<file path="src/rtl/hls_deadlock_reporter.sv">
// Purpose : confirms a sustained HLS deadlock-monitor block and emits one timestamped snapshot record per episode.
// Latency : record valid and sticky flag are visible the cycle after the THRESHOLD-th consecutive blocked cycle.
// Backpressure: the record is held stable with report_valid high until report_ready; no re-report until block drops.
//
// Ports:
//   clock, reset           single rising-edge clock, synchronous active-high reset
//   monitor_block          registered block flag from the deadlock monitor
//   axis_block_sigs        raw per-channel block flags, captured at confirmation
//   clear                  single-cycle pulse clearing deadlock_flag only
//   report_valid/ready     valid-ready stream carrying report_data = {timestamp, snapshot}
//   deadlock_flag          sticky deadlock indicator
//   report_count           saturating count of accepted reports
module hls_deadlock_reporter #(
    parameter int THRESHOLD = 1024,
    parameter int SIG_W     = 5
) (
    input  logic                clock,
    input  logic                reset,
    input  logic                monitor_block,
    input  logic [SIG_W-1:0]    axis_block_sigs,
    input  logic                clear,
    input  logic                report_ready,
    output logic                report_valid,
    output logic [32+SIG_W-1:0] report_data,
    output logic                deadlock_flag,
    output logic [7:0]          report_count
);

    typedef enum logic [1:0] {
        S_IDLE   = 2'd0,
        S_WATCH  = 2'd1,
        S_REPORT = 2'd2,
        S_HOLD   = 2'd3
    } state_t;

    // Last run-count value before confirmation: the cycle that entered WATCH
    // is counted as cycle 1, so cnt==THRESHOLD-1 marks the THRESHOLD-th cycle.
    localparam logic [15:0] CNT_LAST = 16'(THRESHOLD - 1);

    state_t             r_state;
    state_t             w_state_nxt;
    logic [15:0]        r_cnt;
    logic [15:0]        w_cnt_nxt;
    logic [31:0]        r_ts;
    logic [31:0]        r_cap_ts;
    logic [SIG_W-1:0]   r_cap_sig;
    logic               r_flag;
    logic [7:0]         r_count;
    logic               w_confirm;
    logic               w_accept;

    // report_valid comes straight from the state register, so it never
    // depends combinationally on report_ready.
    assign report_valid  = (r_state == S_REPORT);
    assign report_data   = {r_cap_ts, r_cap_sig};
    assign deadlock_flag = r_flag;
    assign report_count  = r_count;
    assign w_accept      = report_valid & report_ready;

    // Next-state and run-counter logic.
    always_comb begin
        w_state_nxt = r_state;
        w_cnt_nxt   = r_cnt;
        w_confirm   = 1'b0;
        unique case (r_state)
            S_IDLE: begin
                w_cnt_nxt = 16'd0;
                if (monitor_block) begin
                    w_state_nxt = S_WATCH;
                    w_cnt_nxt   = 16'd1;
                end
            end
            S_WATCH: begin
                if (!monitor_block) begin
                    w_state_nxt = S_IDLE;
                    w_cnt_nxt   = 16'd0;
                end else if (r_cnt == CNT_LAST) begin
                    w_state_nxt = S_REPORT;
                    w_confirm   = 1'b1;
                end else begin
                    w_cnt_nxt = r_cnt + 16'd1;
                end
            end
            S_REPORT: begin
                // monitor_block is deliberately ignored until the record is taken.
                if (report_ready) begin
                    w_state_nxt = S_HOLD;
                end
            end
            S_HOLD: begin
                // Stay parked while block persists so one episode yields one report.
                if (!monitor_block) begin
                    w_state_nxt = S_IDLE;
                    w_cnt_nxt   = 16'd0;
                end
            end
            default: begin
                w_state_nxt = S_IDLE;
                w_cnt_nxt   = 16'd0;
            end
        endcase
    end

    // State register and run counter.
    always_ff @(posedge clock) begin
        if (reset) begin
            r_state <= S_IDLE;
            r_cnt   <= 16'd0;
        end else begin
            r_state <= w_state_nxt;
            r_cnt   <= w_cnt_nxt;
        end
    end

    // Free-running timestamp; natural 32-bit wrap.
    always_ff @(posedge clock) begin
        if (reset) begin
            r_ts <= 32'd0;
        end else begin
            r_ts <= r_ts + 32'd1;
        end
    end

    // Snapshot record: loaded only on confirmation, so it stays stable for the
    // whole REPORT stay and keeps its last value afterwards.
    always_ff @(posedge clock) begin
        if (reset) begin
            r_cap_ts  <= 32'd0;
            r_cap_sig <= '0;
        end else if (w_confirm) begin
            r_cap_ts  <= r_ts;
            r_cap_sig <= axis_block_sigs;
        end
    end

    // Sticky flag: a confirmation in the same cycle as clear keeps the flag set.
    always_ff @(posedge clock) begin
        if (reset) begin
            r_flag <= 1'b0;
        end else if (w_confirm) begin
            r_flag <= 1'b1;
        end else if (clear) begin
            r_flag <= 1'b0;
        end
    end

    // Accepted-report counter, saturating at 255.
    always_ff @(posedge clock) begin
        if (reset) begin
            r_count <= 8'd0;
        end else if (w_accept && (r_count != 8'hFF)) begin
            r_count <= r_count + 8'd1;
        end
    end

endmodule

</file>
<file path="config.mk">
export PLATFORM = sky130hd
export DESIGN_NAME = hls_deadlock_reporter
export DESIGN_NICKNAME = d
export VERILOG_FILES = /design/src/rtl/hls_deadlock_reporter.sv
export SDC_FILE = /design/constraint.sdc
export NUM_CORES = 1
export LEC_CHECK = 0
export BUFFER_PORTS_ARGS = -buffer_cell sky130_fd_sc_hd__buf_4
export CAP_MARGIN = 5
export CORE_ASPECT_RATIO = 0.75
export CORE_MARGIN = 1.5
export CORE_UTILIZATION = 40
export CTS_CLUSTER_SIZE = 20
export DETAILED_ROUTE_END_ITERATION = 10
export SYNTH_ARGS = -nofsm -noshare
export SYNTH_HDL_FRONTEND = slang
export SYNTH_SLANG_ARGS = --single-unit
</file>
<file path="constraint.sdc">
create_clock -name clock -period 1.7 [get_ports clock]
set_input_delay 0.085 -clock clock [delete_from_list [all_inputs] [get_ports clock]]
set_output_delay 0.085 -clock clock [all_outputs]
set_load 0.05 [all_outputs]
</file>
==> report_table.html, run 1 <==
<table>
<tr><th>Metric</th><th>Value</th></tr>
<tr><th colspan="2">STA</th></tr>
<tr><td>Final worst slack</td><td>-14.42 ps</td></tr>
<tr><td>Post-layout minimum cycle time</td><td>1714 ps</td></tr>
<tr><td>Tightest Pin Transition</td><td>362.8 ps</td></tr>
<tr><td>Clock tree skew after final layout</td><td>6.813 ps</td></tr>
<tr><td>Number of failing setup endpoints in the final timing report</td><td>3</td></tr>
<tr><td>Slew Viols, Final</td><td>0</td></tr>
<tr><td>Highest clock rate</td><td>583.3 MHz</td></tr>
<tr><td>Max_slew headroom</td><td>75.81%</td></tr>
<tr><td>Ratio of final minimum period to clock period</td><td>100.8%</td></tr>
<tr><td>Number of hold violations in the final report</td><td>0</td></tr>
<tr><td>RSZ-0062 raised after global routing</td><td>yes</td></tr>
<tr><th colspan="2">Finish</th></tr>
<tr><td>Diodes inserted</td><td>0</td></tr>
<tr><td>Final Instance Count excl. Fillers</td><td>715</td></tr>
<tr><td>Share of post-route cells with drive strength above 1</td><td>27.27%</td></tr>
<tr><td>Final-layout fill cell count</td><td>879</td></tr>
<tr><td>Finished Core Util</td><td>56.62%</td></tr>
<tr><td>Top library cells by usage in the layout, fill and taps aside</td><td>buf_4, nand2_1, dfxtp_1</td></tr>
<tr><td>Most common cell after layout, fill and taps aside</td><td>buf_4</td></tr>
<tr><td>Area added between synthesis and finish</td><td>35.44%</td></tr>
<tr><td>Final #Nets</td><td>595</td></tr>
<tr><th colspan="2">Power</th></tr>
<tr><td>Pwr Density</td><td>877.9 nW/um^2</td></tr>
<tr><td>Total leakage power</td><td>0.002148 uW</td></tr>
<tr><td>Overall Power</td><td>4878 uW</td></tr>
<tr><td>Largest voltage drop on the vdd net</td><td>605.1 uV</td></tr>
<tr><th colspan="2">Placement</th></tr>
<tr><td>Routability cong.</td><td>0.8378</td></tr>
<tr><td>Placed cells</td><td>681</td></tr>
<tr><td>Dpl hpwl</td><td>6063 um</td></tr>
<tr><td>Number of buffers inserted by port buffering</td><td>56</td></tr>
<tr><th colspan="2">Worst setup path</th></tr>
<tr><td>Launching element type of the critical path</td><td>flop</td></tr>
<tr><td>Data arrival, critical path</td><td>1980 ps</td></tr>
<tr><td>Element type at the critical path end</td><td>flop</td></tr>
<tr><td>Worst r2r path cells</td><td>8</td></tr>
<tr><td>RR Startpoint</td><td>r_cnt[13]</td></tr>
<tr><td>Critical path type</td><td>reg2reg</td></tr>
<tr><td>FF-to-FF End</td><td>r_cap_sig[1]</td></tr>
<tr><td>Worst reg-to-reg setup slack</td><td>-10 ps</td></tr>
<tr><td>Max Fanout on Critical Path</td><td>19</td></tr>
<tr><td>Required time reported for the critical path endpoint</td><td>1960 ps</td></tr>
<tr><th colspan="2">Logic synthesis</th></tr>
<tr><td>Post-synthesis cell area</td><td>4103 um^2</td></tr>
<tr><td>Synthesized instance count</td><td>479</td></tr>
<tr><td>Synthesized area divided by synthesized cell count</td><td>8.565 um^2</td></tr>
<tr><td>Count of different cell masters after synthesis</td><td>47</td></tr>
<tr><td>Nets in the synthesized netlist</td><td>496</td></tr>
<tr><td>Share of synthesized area occupied by flip-flops and latches</td><td>46.84%</td></tr>
<tr><td>Flop and latch count out of synthesis</td><td>96</td></tr>
<tr><td>Ys Warns</td><td>0</td></tr>
<tr><th colspan="2">Detailed routing</th></tr>
<tr><td>Iter 0 DRT Violations</td><td>166</td></tr>
<tr><td>Count of unresolved DRC violations after routing</td><td>0</td></tr>
<tr><td>Vias per cell</td><td>5.046</td></tr>
<tr><td>First drt pass iteration count</td><td>4</td></tr>
<tr><td>WL final</td><td>10,190 um</td></tr>
<tr><td>Wire length per cell after detailed routing</td><td>14.25 um</td></tr>
<tr><td>Remaining number of nets flagged by the antenna check after routing</td><td>0</td></tr>
<tr><td>Vias post-DR</td><td>3,608</td></tr>
<tr><th colspan="2">Clocking</th></tr>
<tr><td>Clk Latency, worst-skew pair</td><td>340 ps</td></tr>
<tr><td>Clk sinks</td><td>96</td></tr>
<tr><td>Master cell of the clock root buffer</td><td>clkbuf_16</td></tr>
<tr><td>Clock Path Buffers</td><td>2</td></tr>
<tr><td>Clk slew on worst S/H paths</td><td>70 ps</td></tr>
<tr><td>H-tree levels</td><td>3</td></tr>
<tr><td>Clock buffer count from CTS</td><td>9</td></tr>
<tr><td>TritonCTS clock tree</td><td>yes</td></tr>
<tr><th colspan="2">Run</th></tr>
<tr><td>Maximum capacitance violations</td><td>0</td></tr>
<tr><th colspan="2">Floorplanning</th></tr>
<tr><td>Die Span X</td><td>119.9 um</td></tr>
<tr><td>Die height</td><td>90.71 um</td></tr>
<tr><td>Boundary Pins</td><td>57</td></tr>
<tr><td>Placement Rows</td><td>31</td></tr>
<tr><td>Core region area</td><td>9813 um^2</td></tr>
<tr><td>DIE AREA</td><td>10,880 um^2</td></tr>
<tr><td>Effective utilization at floorplan</td><td>41.81%</td></tr>
<tr><th colspan="2">Run status</th></tr>
<tr><td>Violations in the final reports</td><td>negative setup slack</td></tr>
<tr><td>Result of the run</td><td>finished with violations</td></tr>
<tr><th colspan="2">Hold path</th></tr>
<tr><td>Destination of the worst hold path</td><td>r_state[0]</td></tr>
<tr><td>Class of the tightest hold or removal check</td><td>in2reg</td></tr>
<tr><td>Launch instance of the worst min-delay path</td><td>monitor_block</td></tr>
<tr><td>Hold depth</td><td>3</td></tr>
<tr><th colspan="2">GRT</th></tr>
<tr><td>Wire length of the first global-routing pass</td><td>15,830 um</td></tr>
<tr><td>GRT Residual Overflow</td><td>0</td></tr>
<tr><td>Routing usage on met2</td><td>27.19%</td></tr>
<tr><td>Aggregate global-route resource usage</td><td>17.95%</td></tr>
<tr><td>Maximum number of pins on one net before global-route repair</td><td>84</td></tr>
<tr><td>Met3 track utilization from global routing</td><td>5.303%</td></tr>
<tr><td>Antenna violations before repair</td><td>0</td></tr>
<tr><td>GR Layer Usage met1</td><td>24.49%</td></tr>
<tr><td>Number of global-route vias before repair</td><td>3,370</td></tr>
<tr><td>Global route hottest layer</td><td>met2</td></tr>
</table>
==> flip-flops by register name, indices dropped and copies added, names as in the netlist, named ones only <==
name,flops
r_cap_ts,32
r_state,1
deadlock_flag,1
report_count,8
r_cap_sig,5
r_cnt,16
r_ts,32
==> metal layers <==
layer  routed length (um)  up-vias
met1                 5079     1669
met2                 4479       87
li1                     -     1844
met4                  106        0
met3                  522        8
met5                    0        -
==> per-stage QoR <==
stage | cell area (um^2) | TNS (ps) | hold WS (ps) | setup slack [ps]
floorplan | 4120 | -24.53 | 225.5 | -16.35
global placement | 4883 | 0 | 341.8 | 10.56
detailed placement | 4883 | -148.5 | 346.2 | -39.51
CTS | 5349 | -24.55 | 112.8 | -11.35
global route | 5557 | -4120 | 131.0 | -135.0
finish | 5557 | -30.09 | 120.9 | -14.42
==> critical path, stage by stage, from the launching register on <==
cell	delay, ps
dfxtp_2	350
nor4_4	250
buf_4	180
nand4bb_4	160
nor2_4	160
buf_4	140
buf_12	160
nand2_1	70
a21oi_1	170
==> power breakdown <==
part	total [uW]	switching (uW)	internal, uW
sequential	2280	15.4	2260
clock	2380	861	1520
combinational	224	119	105
==> worst max-delay path by stage <==
stage | startpoint | endpoint | slack [ps] | cells past startpoint
2_1_floorplan | r_state[0] | r_cnt[0] | -20 | 7
3_3_place_gp | r_state[0] | r_cnt[5] | 10 | 7
3_5_place_dp | r_state[0] | r_cnt[11] | -40 | 7
4_1_cts | r_state[0] | r_cnt[11] | -10 | 7
5_1_grt | r_cnt[13] | r_cap_sig[1] | -140 | 8
6_report | r_cnt[13] | r_cap_sig[1] | -10 | 8
==> area by class of cell <==
type / count / area, um^2 / share of cell area [%]
clock buffers: 11 / 252.7 / 4.549
well taps: 132 / 165.2 / 2.972
flip-flops and latches: 96 / 1938 / 34.88
clock inverters: 5 / 102.6 / 1.846
inverters: 7 / 28.78 / 0.5179
multi-input cells: 356 / 2137 / 38.46
repair buffers: 108 / 932.1 / 16.78
==> cell families (layout without fill, tap and decap cells) <==
kind of cell | after synthesis | after routing | synth area share [%]
simple gates | 231 | 231 | 28.12
flops | 96 | 96 | 46.84
compound gates | 78 | 78 | 10.89
xor+xnor | 39 | 39 | 8.326
buf+inv | 27 | 131 | 3.446
fa+ha+maj | 7 | 7 | 2.135
mux | 1 | 1 | 0.2440
==> cells in the mapped netlist, drive strengths merged <==
master	count	area (um^2)
ha	7	87.58
clkbuf	11	41.29
and4bb	1	12.51
nor3	5	25.02
nand4bb	1	27.53
o21bai	1	7.510
a311oi	2	17.52
o21ai	11	58.81
inv	7	26.28
a211oi	1	7.510
and4	4	35.03
buf	9	73.81
or4	3	22.52
nand4	19	140.1
nor4	3	55.05
and3	7	45.05
dfxtp	96	1922
nand2	94	352.8
xor2	33	289.0
nand3	24	120.1
or3	8	50.05
a31oi	4	25.02
nor3b	1	7.510
nor2b	3	18.77
and4b	1	10.01
mux2i	1	10.01
a21oi	52	271.5
nand2b	1	6.260
or2	2	12.52
a21o	1	7.510
o211ai	5	42.54
o2111ai	1	8.760
xnor2	6	52.55
nor2	51	193.9
and2	3	18.77
==> repair_timing <==
| action | 4_1_cts | 5_1_grt |
|---|---|---|
| pin swaps | 5 | 12 |
| endpoints found under the setup margin | 9 | 63 |
| hold endpoints to repair | 6 | 0 |
| hold buffers | 6 | 0 |
| buffers inserted | 2 | 4 |
| cloned | 0 | 6 |
| gates resized for setup | 6 | 24 |
No activity file was read; power rests on OpenSTA's default activity.
==> inputs of run 2 (changes only) <==
--- a/config.mk
+++ b/config.mk
@@ -12,6 +12,7 @@
 export CORE_UTILIZATION = 40
 export CTS_CLUSTER_SIZE = 20
 export DETAILED_ROUTE_END_ITERATION = 10
+export SETUP_SLACK_MARGIN = 0.2
 export SYNTH_ARGS = -nofsm -noshare
 export SYNTH_HDL_FRONTEND = slang
 export SYNTH_SLANG_ARGS = --single-unit
==> report_table.html, run 2 (synthesis results as in run 1) <==
<table>
<tr><th>Metric</th><th>Value</th></tr>
<tr><th colspan="2">Run status</th></tr>
<tr><td>Result of the run</td><td>finished with violations (unchanged)</td></tr>
<tr><td>Violations in the final reports</td><td>negative setup slack (unchanged)</td></tr>
<tr><th colspan="2">Floorplanning</th></tr>
<tr><td>Boundary Pins</td><td>57 (unchanged)</td></tr>
<tr><td>Effective utilization at floorplan</td><td>41.81% (unchanged)</td></tr>
<tr><td>Placement Rows</td><td>31 (unchanged)</td></tr>
<tr><td>Die height</td><td>90.71 um (unchanged)</td></tr>
<tr><td>Core region area</td><td>9813 um^2 (unchanged)</td></tr>
<tr><td>Die Span X</td><td>119.9 um (unchanged)</td></tr>
<tr><td>DIE AREA</td><td>10,880 um^2 (unchanged)</td></tr>
<tr><th colspan="2">Detailed routing</th></tr>
<tr><td>Met3 WL post-DR</td><td>440 um (was 522 um)</td></tr>
<tr><td>Vias post-DR</td><td>3,710 (was 3,608)</td></tr>
<tr><td>Wl on met1</td><td>5322 um (was 5079 um)</td></tr>
<tr><td>WL final</td><td>10,360 um (was 10,190 um)</td></tr>
<tr><td>Count of unresolved DRC violations after routing</td><td>0 (unchanged)</td></tr>
<tr><td>Wire length per cell after detailed routing</td><td>14.06 um (was 14.25 um)</td></tr>
<tr><td>Remaining number of nets flagged by the antenna check after routing</td><td>0 (unchanged)</td></tr>
<tr><td>Top routing layer used</td><td>met4 (unchanged)</td></tr>
<tr><td>Detail Route met2 WL</td><td>4543 um (was 4479 um)</td></tr>
<tr><td>Vias per cell</td><td>5.034 (was 5.046)</td></tr>
<tr><td>Iter 0 DRT Violations</td><td>200 (was 166)</td></tr>
<tr><td>First drt pass iteration count</td><td>4 (unchanged)</td></tr>
<tr><th colspan="2">GRT</th></tr>
<tr><td>Maximum number of pins on one net before global-route repair</td><td>84 (unchanged)</td></tr>
<tr><td>Antenna violations before repair</td><td>0 (unchanged)</td></tr>
<tr><td>GRT Residual Overflow</td><td>0 (unchanged)</td></tr>
<tr><td>Number of global-route vias before repair</td><td>3,358 (was 3,370)</td></tr>
<tr><td>Aggregate global-route resource usage</td><td>18.46% (was 17.95%)</td></tr>
<tr><td>Wire length of the first global-routing pass</td><td>16,240 um (was 15,830 um)</td></tr>
<tr><th colspan="2">Clocking</th></tr>
<tr><td>H-tree levels</td><td>3 (unchanged)</td></tr>
<tr><td>TritonCTS clock tree</td><td>yes (unchanged)</td></tr>
<tr><td>Clk Latency, worst-skew pair</td><td>350 ps (was 340 ps)</td></tr>
<tr><td>Clock buffer count from CTS</td><td>9 (unchanged)</td></tr>
<tr><td>Clk sinks</td><td>96 (unchanged)</td></tr>
<tr><td>Clk slew on worst S/H paths</td><td>70 ps (about the same)</td></tr>
<tr><td>Clock Path Buffers</td><td>2 (unchanged)</td></tr>
<tr><td>Master cell of the clock root buffer</td><td>clkbuf_16 (unchanged)</td></tr>
<tr><th colspan="2">Worst setup path</th></tr>
<tr><td>Required time reported for the critical path endpoint</td><td>1990 ps (was 1960 ps)</td></tr>
<tr><td>Critical path type</td><td>reg2reg (unchanged)</td></tr>
<tr><td>Element type at the critical path end</td><td>flop (unchanged)</td></tr>
<tr><td>Worst reg-to-reg setup slack</td><td>-90 ps (was -10 ps)</td></tr>
<tr><td>Max Fanout on Critical Path</td><td>7 (was 19)</td></tr>
<tr><td>Launching element type of the critical path</td><td>flop (unchanged)</td></tr>
<tr><td>Data arrival, critical path</td><td>2080 ps (was 1980 ps)</td></tr>
<tr><th colspan="2">Placement</th></tr>
<tr><td>Total cell area at the placement stage</td><td>4947 um^2 (was 4883 um^2)</td></tr>
<tr><td>Dpl hpwl</td><td>6016 um (was 6063 um)</td></tr>
<tr><td>Routability cong.</td><td>0.7700 (was 0.8378)</td></tr>
<tr><td>Number of buffers inserted by port buffering</td><td>56 (unchanged)</td></tr>
<tr><th colspan="2">STA</th></tr>
<tr><td>Post-layout minimum cycle time</td><td>1793 ps (was 1714 ps)</td></tr>
<tr><td>Total Negative Setup Slacks</td><td>-687.1 ps (was -30.09 ps)</td></tr>
<tr><td>Final worst slack</td><td>-93.37 ps (was -14.42 ps)</td></tr>
<tr><td>Number of hold violations in the final report</td><td>0 (unchanged)</td></tr>
<tr><td>Highest clock rate</td><td>557.6 MHz (was 583.3 MHz)</td></tr>
<tr><td>Clock tree skew after final layout</td><td>7.957 ps (was 6.813 ps)</td></tr>
<tr><td>Tightest Pin Transition</td><td>372.6 ps (was 362.8 ps)</td></tr>
<tr><td>Smallest hold slack</td><td>107.4 ps (was 120.9 ps)</td></tr>
<tr><td>Max_slew headroom</td><td>75.16% (was 75.81%)</td></tr>
<tr><td>Slew Viols, Final</td><td>0 (unchanged)</td></tr>
<tr><td>Ratio of final minimum period to clock period</td><td>105.5% (was 100.8%)</td></tr>
<tr><td>RSZ-0062 raised after global routing</td><td>yes (unchanged)</td></tr>
<tr><td>Number of failing setup endpoints in the final timing report</td><td>16 (was 3)</td></tr>
<tr><th colspan="2">Finish</th></tr>
<tr><td>Area of all sequential standard cells</td><td>1964 um^2 (was 1938 um^2)</td></tr>
<tr><td>Final instance area</td><td>6000 um^2 (was 5557 um^2)</td></tr>
<tr><td>Finished Core Util</td><td>61.14% (was 56.62%)</td></tr>
<tr><td>Combined area of the multi-input logic cells</td><td>2395 um^2 (was 2137 um^2)</td></tr>
<tr><td>Final #Nets</td><td>617 (was 595)</td></tr>
<tr><td>Diodes inserted</td><td>0 (unchanged)</td></tr>
<tr><td>Top library cells by usage in the layout, fill and taps aside</td><td>buf_4, dfxtp_1, nand2_1 (was buf_4, nand2_1, dfxtp_1)</td></tr>
<tr><td>Most common cell after layout, fill and taps aside</td><td>buf_4 (unchanged)</td></tr>
<tr><td>Final-layout fill cell count</td><td>840 (was 879)</td></tr>
<tr><td>Share of post-route cells with drive strength above 1</td><td>40.17% (was 27.27%)</td></tr>
<tr><td>Largest registers</td><td>r_cap_ts (32), r_ts (32), r_cnt (16) (unchanged)</td></tr>
<tr><td>Area added between synthesis and finish</td><td>46.23% (was 35.44%)</td></tr>
<tr><th colspan="2">Power</th></tr>
<tr><td>Total leakage power</td><td>0.002260 uW (was 0.002148 uW)</td></tr>
<tr><td>Largest voltage drop on the vdd net</td><td>508.5 uV (was 605.1 uV)</td></tr>
<tr><td>Pwr Density</td><td>741.2 nW/um^2 (was 877.9 nW/um^2)</td></tr>
<tr><th colspan="2">Run</th></tr>
<tr><td>Maximum capacitance violations</td><td>0 (unchanged)</td></tr>
<tr><th colspan="2">Hold path</th></tr>
<tr><td>Class of the tightest hold or removal check</td><td>in2reg (unchanged)</td></tr>
</table>
run 2: changes by cell type in the layout (fill, tap and decap cells not counted), moves of 7 or more:
cell,before,now
nand3_2,2,10
nor2_1,49,40
nand2_2,3,20
nand3_1,22,13
dfxtp_1,85,74
buf_6,1,18
nand2_1,91,72
nor2_2,0,7
run 2: what timing repair did:
action,4_1_cts,5_1_grt
setup buffers,17,11
pin swaps,46,37
endpoints found under the setup margin,69,83
hold buffers,6,0
hold endpoints to repair,6,0
resized for setup,59,55
gates cloned,1,4
run 2: layout make-up:
cell class / count / share of cell area [%]
sequential: 96 / 32.74
timing repair buffer: 130 / 19.52
clock buffer: 9 / 3.754
clock inverter: 7 / 0.7925
inverter: 7 / 0.5214
multi-input combinational: 356 / 39.92
tap: 132 / 2.753
run 2: metal layers:
| metal | vias up | global-route usage (%) |
|---|---|---|
| li1 | 1893 | - |
| met1 | 1745 | 26.39 |
| met2 | 67 | 27.00 |
| met3 | 5 | 6.061 |
| met4 | 0 | 3.869 |
| met5 | - | 0 |
run 2: final timing paths:
kind / depth (start not counted) / endpoint / start
setup / recovery: 8 / r_cnt[11] / r_state[0]
hold / removal: 3 / r_state[0] / monitor_block
setup reg to reg: 8 / r_cnt[11] / r_state[0]
hold reg to reg: 2 / r_cap_ts[4] / r_cap_ts[4]
run 2: per-stage QoR:
step,setup slack (ps),std cells,power [uW]
finish,-93.37,737,4447
global route,-131.6,737,4632
CTS,-16.85,722,4451
detailed placement,-30.29,682,2517
global placement,-2.488,682,2515
floorplan,17.56,479,2438
run 2: power breakdown:
| group | total [uW] | internal [uW] | switching, uW |
|---|---|---|---|
| combinational | 299 | 150 | 150 |
| clock | 1880 | 989 | 889 |
| sequential | 2270 | 2250 | 15.2 |
run 2: worst max-delay path, cell delays in order, from the launching register on:
cell and delay (ps):
dfxtp_4 370, buf_12 130, ha_4 190, nand2_2 150, nor2_4 50, buf_12 140
buf_4 130, or4_1 500, nand2_1 70
==> inputs of run 3 (changes only) <==
--- a/config.mk
+++ b/config.mk
@@ -8,11 +8,11 @@
 export BUFFER_PORTS_ARGS = -buffer_cell sky130_fd_sc_hd__buf_4
 export CAP_MARGIN = 5
 export CORE_ASPECT_RATIO = 0.75
-export CORE_MARGIN = 1.5
 export CORE_UTILIZATION = 40
 export CTS_CLUSTER_SIZE = 20
 export DETAILED_ROUTE_END_ITERATION = 10
 export SETUP_SLACK_MARGIN = 0.2
+export SKIP_LAST_GASP = 1
 export SYNTH_ARGS = -nofsm -noshare
 export SYNTH_HDL_FRONTEND = slang
 export SYNTH_SLANG_ARGS = --single-unit
==> constraint.sdc (replaced) <==
create_clock -name clock -period 1.7 [get_ports clock]
set_input_delay 0.085 -clock clock [delete_from_list [all_inputs] [get_ports clock]]
set_output_delay 0.085 -clock clock [all_outputs]
set_load 0.01 [all_outputs]
==> report_table.html, run 3 (synthesis results as in run 1) <==
<table>
<tr><th>Metric</th><th>Value</th></tr>
<tr><th colspan="2">Power</th></tr>
<tr><td>Combinational fraction of design power</td><td>5.3% (was 6.7%)</td></tr>
<tr><td>Largest voltage drop on the vdd net</td><td>526.9 uV (was 508.5 uV)</td></tr>
<tr><td>Part of the power in registers</td><td>50.9% (was 51.0%)</td></tr>
<tr><td>Switch Pwr</td><td>965.4 uW (was 1053 uW)</td></tr>
<tr><td>Pint</td><td>3510 uW (was 3393 uW)</td></tr>
<tr><td>Pwr Density</td><td>805.3 nW/um^2 (was 741.2 nW/um^2)</td></tr>
<tr><td>Total leakage power</td><td>0.002144 uW (was 0.002260 uW)</td></tr>
<tr><td>Share of power burned in the clock network</td><td>43.7% (was 42.2%)</td></tr>
<tr><td>Fraction of power spent switching nets</td><td>21.57% (was 23.69%)</td></tr>
<tr><th colspan="2">Floorplanning</th></tr>
<tr><td>Placement Rows</td><td>31 (unchanged)</td></tr>
<tr><td>Die Span X</td><td>118.9 um (was 119.9 um)</td></tr>
<tr><td>Effective utilization at floorplan</td><td>41.81% (unchanged)</td></tr>
<tr><td>DIE AREA</td><td>10,670 um^2 (was 10,880 um^2)</td></tr>
<tr><td>Die height</td><td>89.71 um (was 90.71 um)</td></tr>
<tr><td>Boundary Pins</td><td>57 (unchanged)</td></tr>
<tr><td>Core region area</td><td>9813 um^2 (unchanged)</td></tr>
<tr><th colspan="2">Finish</th></tr>
<tr><td>Diodes inserted</td><td>0 (unchanged)</td></tr>
<tr><td>Share of post-route cells with drive strength above 1</td><td>30.82% (was 40.17%)</td></tr>
<tr><td>Most common cell after layout, fill and taps aside</td><td>buf_4 (unchanged)</td></tr>
<tr><td>Final #Nets</td><td>597 (was 617)</td></tr>
<tr><td>Largest registers</td><td>r_cap_ts (32), r_ts (32), r_cnt (16) (unchanged)</td></tr>
<tr><td>Final Instance Count excl. Fillers</td><td>716 (was 737)</td></tr>
<tr><td>Area added between synthesis and finish</td><td>35.44% (was 46.23%)</td></tr>
<tr><td>Top library cells by usage in the layout, fill and taps aside</td><td>buf_4, nand2_1, dfxtp_1 (was buf_4, dfxtp_1, nand2_1)</td></tr>
<tr><td>Finished Core Util</td><td>56.62% (was 61.14%)</td></tr>
<tr><th colspan="2">Detailed routing</th></tr>
<tr><td>Vias post-DR</td><td>3,589 (was 3,710)</td></tr>
<tr><td>First drt pass iteration count</td><td>4 (unchanged)</td></tr>
<tr><td>WL final</td><td>9223 um (was 10,360 um)</td></tr>
<tr><td>Vias per cell</td><td>5.013 (was 5.034)</td></tr>
<tr><td>Wire length per cell after detailed routing</td><td>12.88 um (was 14.06 um)</td></tr>
<tr><td>Iter 0 DRT Violations</td><td>224 (was 200)</td></tr>
<tr><td>Count of unresolved DRC violations after routing</td><td>0 (unchanged)</td></tr>
<tr><td>Remaining number of nets flagged by the antenna check after routing</td><td>0 (unchanged)</td></tr>
<tr><th colspan="2">Clocking</th></tr>
<tr><td>Clk Latency, worst-skew pair</td><td>340 ps (was 350 ps)</td></tr>
<tr><td>Clk sinks</td><td>96 (unchanged)</td></tr>
<tr><td>TritonCTS clock tree</td><td>yes (unchanged)</td></tr>
<tr><td>Clock Path Buffers</td><td>2 (unchanged)</td></tr>
<tr><td>H-tree levels</td><td>3 (unchanged)</td></tr>
<tr><td>Clk slew on worst S/H paths</td><td>60 ps (was 70 ps)</td></tr>
<tr><td>Clock buffer count from CTS</td><td>9 (unchanged)</td></tr>
<tr><td>Master cell of the clock root buffer</td><td>clkbuf_16 (unchanged)</td></tr>
<tr><th colspan="2">STA</th></tr>
<tr><td>Slew Viols, Final</td><td>0 (unchanged)</td></tr>
<tr><td>Tightest Pin Transition</td><td>374.1 ps (was 372.6 ps)</td></tr>
<tr><td>Highest clock rate</td><td>571.1 MHz (was 557.6 MHz)</td></tr>
<tr><td>Clock tree skew after final layout</td><td>5.051 ps (was 7.957 ps)</td></tr>
<tr><td>Number of failing setup endpoints in the final timing report</td><td>3 (was 16)</td></tr>
<tr><td>Number of hold violations in the final report</td><td>0 (unchanged)</td></tr>
<tr><td>Post-layout minimum cycle time</td><td>1751 ps (was 1793 ps)</td></tr>
<tr><td>Ratio of final minimum period to clock period</td><td>103.0% (was 105.5%)</td></tr>
<tr><td>Max_slew headroom</td><td>75.06% (was 75.16%)</td></tr>
<tr><td>RSZ-0062 raised after global routing</td><td>yes (unchanged)</td></tr>
<tr><td>Final worst slack</td><td>-50.93 ps (was -93.37 ps)</td></tr>
<tr><th colspan="2">GRT</th></tr>
<tr><td>Aggregate global-route resource usage</td><td>17.80% (was 18.46%)</td></tr>
<tr><td>Wire length of the first global-routing pass</td><td>15,510 um (was 16,240 um)</td></tr>
<tr><td>GRT Residual Overflow</td><td>0 (unchanged)</td></tr>
<tr><td>Antenna violations before repair</td><td>0 (unchanged)</td></tr>
<tr><td>Number of global-route vias before repair</td><td>3,248 (was 3,358)</td></tr>
<tr><td>Maximum number of pins on one net before global-route repair</td><td>84 (unchanged)</td></tr>
<tr><th colspan="2">Worst setup path</th></tr>
<tr><td>Data arrival, critical path</td><td>2030 ps (was 2080 ps)</td></tr>
<tr><td>Element type at the critical path end</td><td>flop (unchanged)</td></tr>
<tr><td>Launching element type of the critical path</td><td>flop (unchanged)</td></tr>
<tr><td>Max Fanout on Critical Path</td><td>7 (unchanged)</td></tr>
<tr><td>Required time reported for the critical path endpoint</td><td>1980 ps (was 1990 ps)</td></tr>
<tr><td>Critical path type</td><td>reg2reg (unchanged)</td></tr>
<tr><th colspan="2">Placement</th></tr>
<tr><td>Routability cong.</td><td>0.8403 (was 0.7700)</td></tr>
<tr><td>Placed cells</td><td>681 (was 682)</td></tr>
<tr><td>DP Worst Slack</td><td>-34.38 ps (was -30.29 ps)</td></tr>
<tr><td>Dpl hpwl</td><td>6044 um (was 6016 um)</td></tr>
<tr><td>Number of buffers inserted by port buffering</td><td>56 (unchanged)</td></tr>
<tr><th colspan="2">Hold path</th></tr>
<tr><td>Class of the tightest hold or removal check</td><td>in2reg (unchanged)</td></tr>
<tr><th colspan="2">Run status</th></tr>
<tr><td>Violations in the final reports</td><td>negative setup slack (unchanged)</td></tr>
<tr><td>Result of the run</td><td>finished with violations (unchanged)</td></tr>
<tr><th colspan="2">Run</th></tr>
<tr><td>Maximum capacitance violations</td><td>0 (unchanged)</td></tr>
</table>
-- run 3: changes by cell type in the layout (fill, tap and decap cells not counted), moves of 3 or more --
cell,delta
nand2_2,-20
dfxtp_4,-5
nand3_2,-3
dfxtp_1,+3
nor2_1,+9
nor2_2,-7
buf_6,-14
nand2_1,+21
-- run 3: final timing paths --
path / from / to / slack [ps] / cells after the start
hold / removal: clear / deadlock_flag / 20 / 3
setup / recovery: flop / r_cnt[5] / -50 / 7
hold reg to reg: r_cap_sig[0] / r_cap_sig[0] / 450 / 2
setup reg to reg: flop / r_cnt[5] / -50 / 7
-- run 3: layout make-up --
type                    instances  area [um^2]
flip-flops and latches         96         1948
fillers                       910         4257
clock inverters                 5        57.56
inverters                       7        28.78
repair buffers                110        898.4
multi-input cells             356         2230
clock buffers                  10        229.0
well taps                     132        165.2
-- run 3: what timing repair did --
action                                  CTS  global route
endpoints found under the setup margin   70            82
resized for setup                        21            36
pin swaps                                11            21
endpoints found under the hold margin     5             0
hold buffers                              5             0
gates cloned                              1             0
buffers inserted                          9             5
-- run 3: per-stage QoR --
stage | setup TNS (ps) | hold WS, ps | power, uW | instance area (um^2)
2_1_floorplan | 0 | 225.5 | 2440 | 4163
3_3_place_gp | 0 | 343.5 | 2520 | 4915
3_5_place_dp | -43.92 | 352.2 | 2524 | 4915
4_1_cts | -11.70 | 4.664 | 4528 | 5385
5_1_grt | -1286 | 51.55 | 4658 | 5557
6_report | -114.2 | 19.20 | 4475 | 5557
-- run 3: worst max-delay path: stages, from the launching register on --
cell	delay, ps
dfxtp_2	360
inv_2	60
ha_4	220
nor2b_4	130
a21oi_4	240
o2111ai_1	190
or4_1	430
nand2_1	70
-- run 3: power groups by stage --
stage / registers [uW] / logic (uW) / clock network (uW)
3_3_place_gp: 2330 / 194 / 0
2_1_floorplan: 2330 / 112 / 0
4_1_cts: 2280 / 227 / 2030
3_5_place_dp: 2330 / 197 / 0
5_1_grt: 2280 / 261 / 2120
6_report: 2280 / 238 / 1960
-- run 3: metal layers --
metal | share of wire (%) | vias to the layer above | global-route usage [%] | routed length (um)
met4 | 0.80 | 0 | 4.747 | 74
met1 | 52 | 1667 | 25.35 | 4840
met5 | 0 | - | 0 | 0
li1 | - | 1849 | - | -
met2 | 43 | 66 | 26.46 | 3944
met3 | 3.9 | 7 | 4.632 | 363
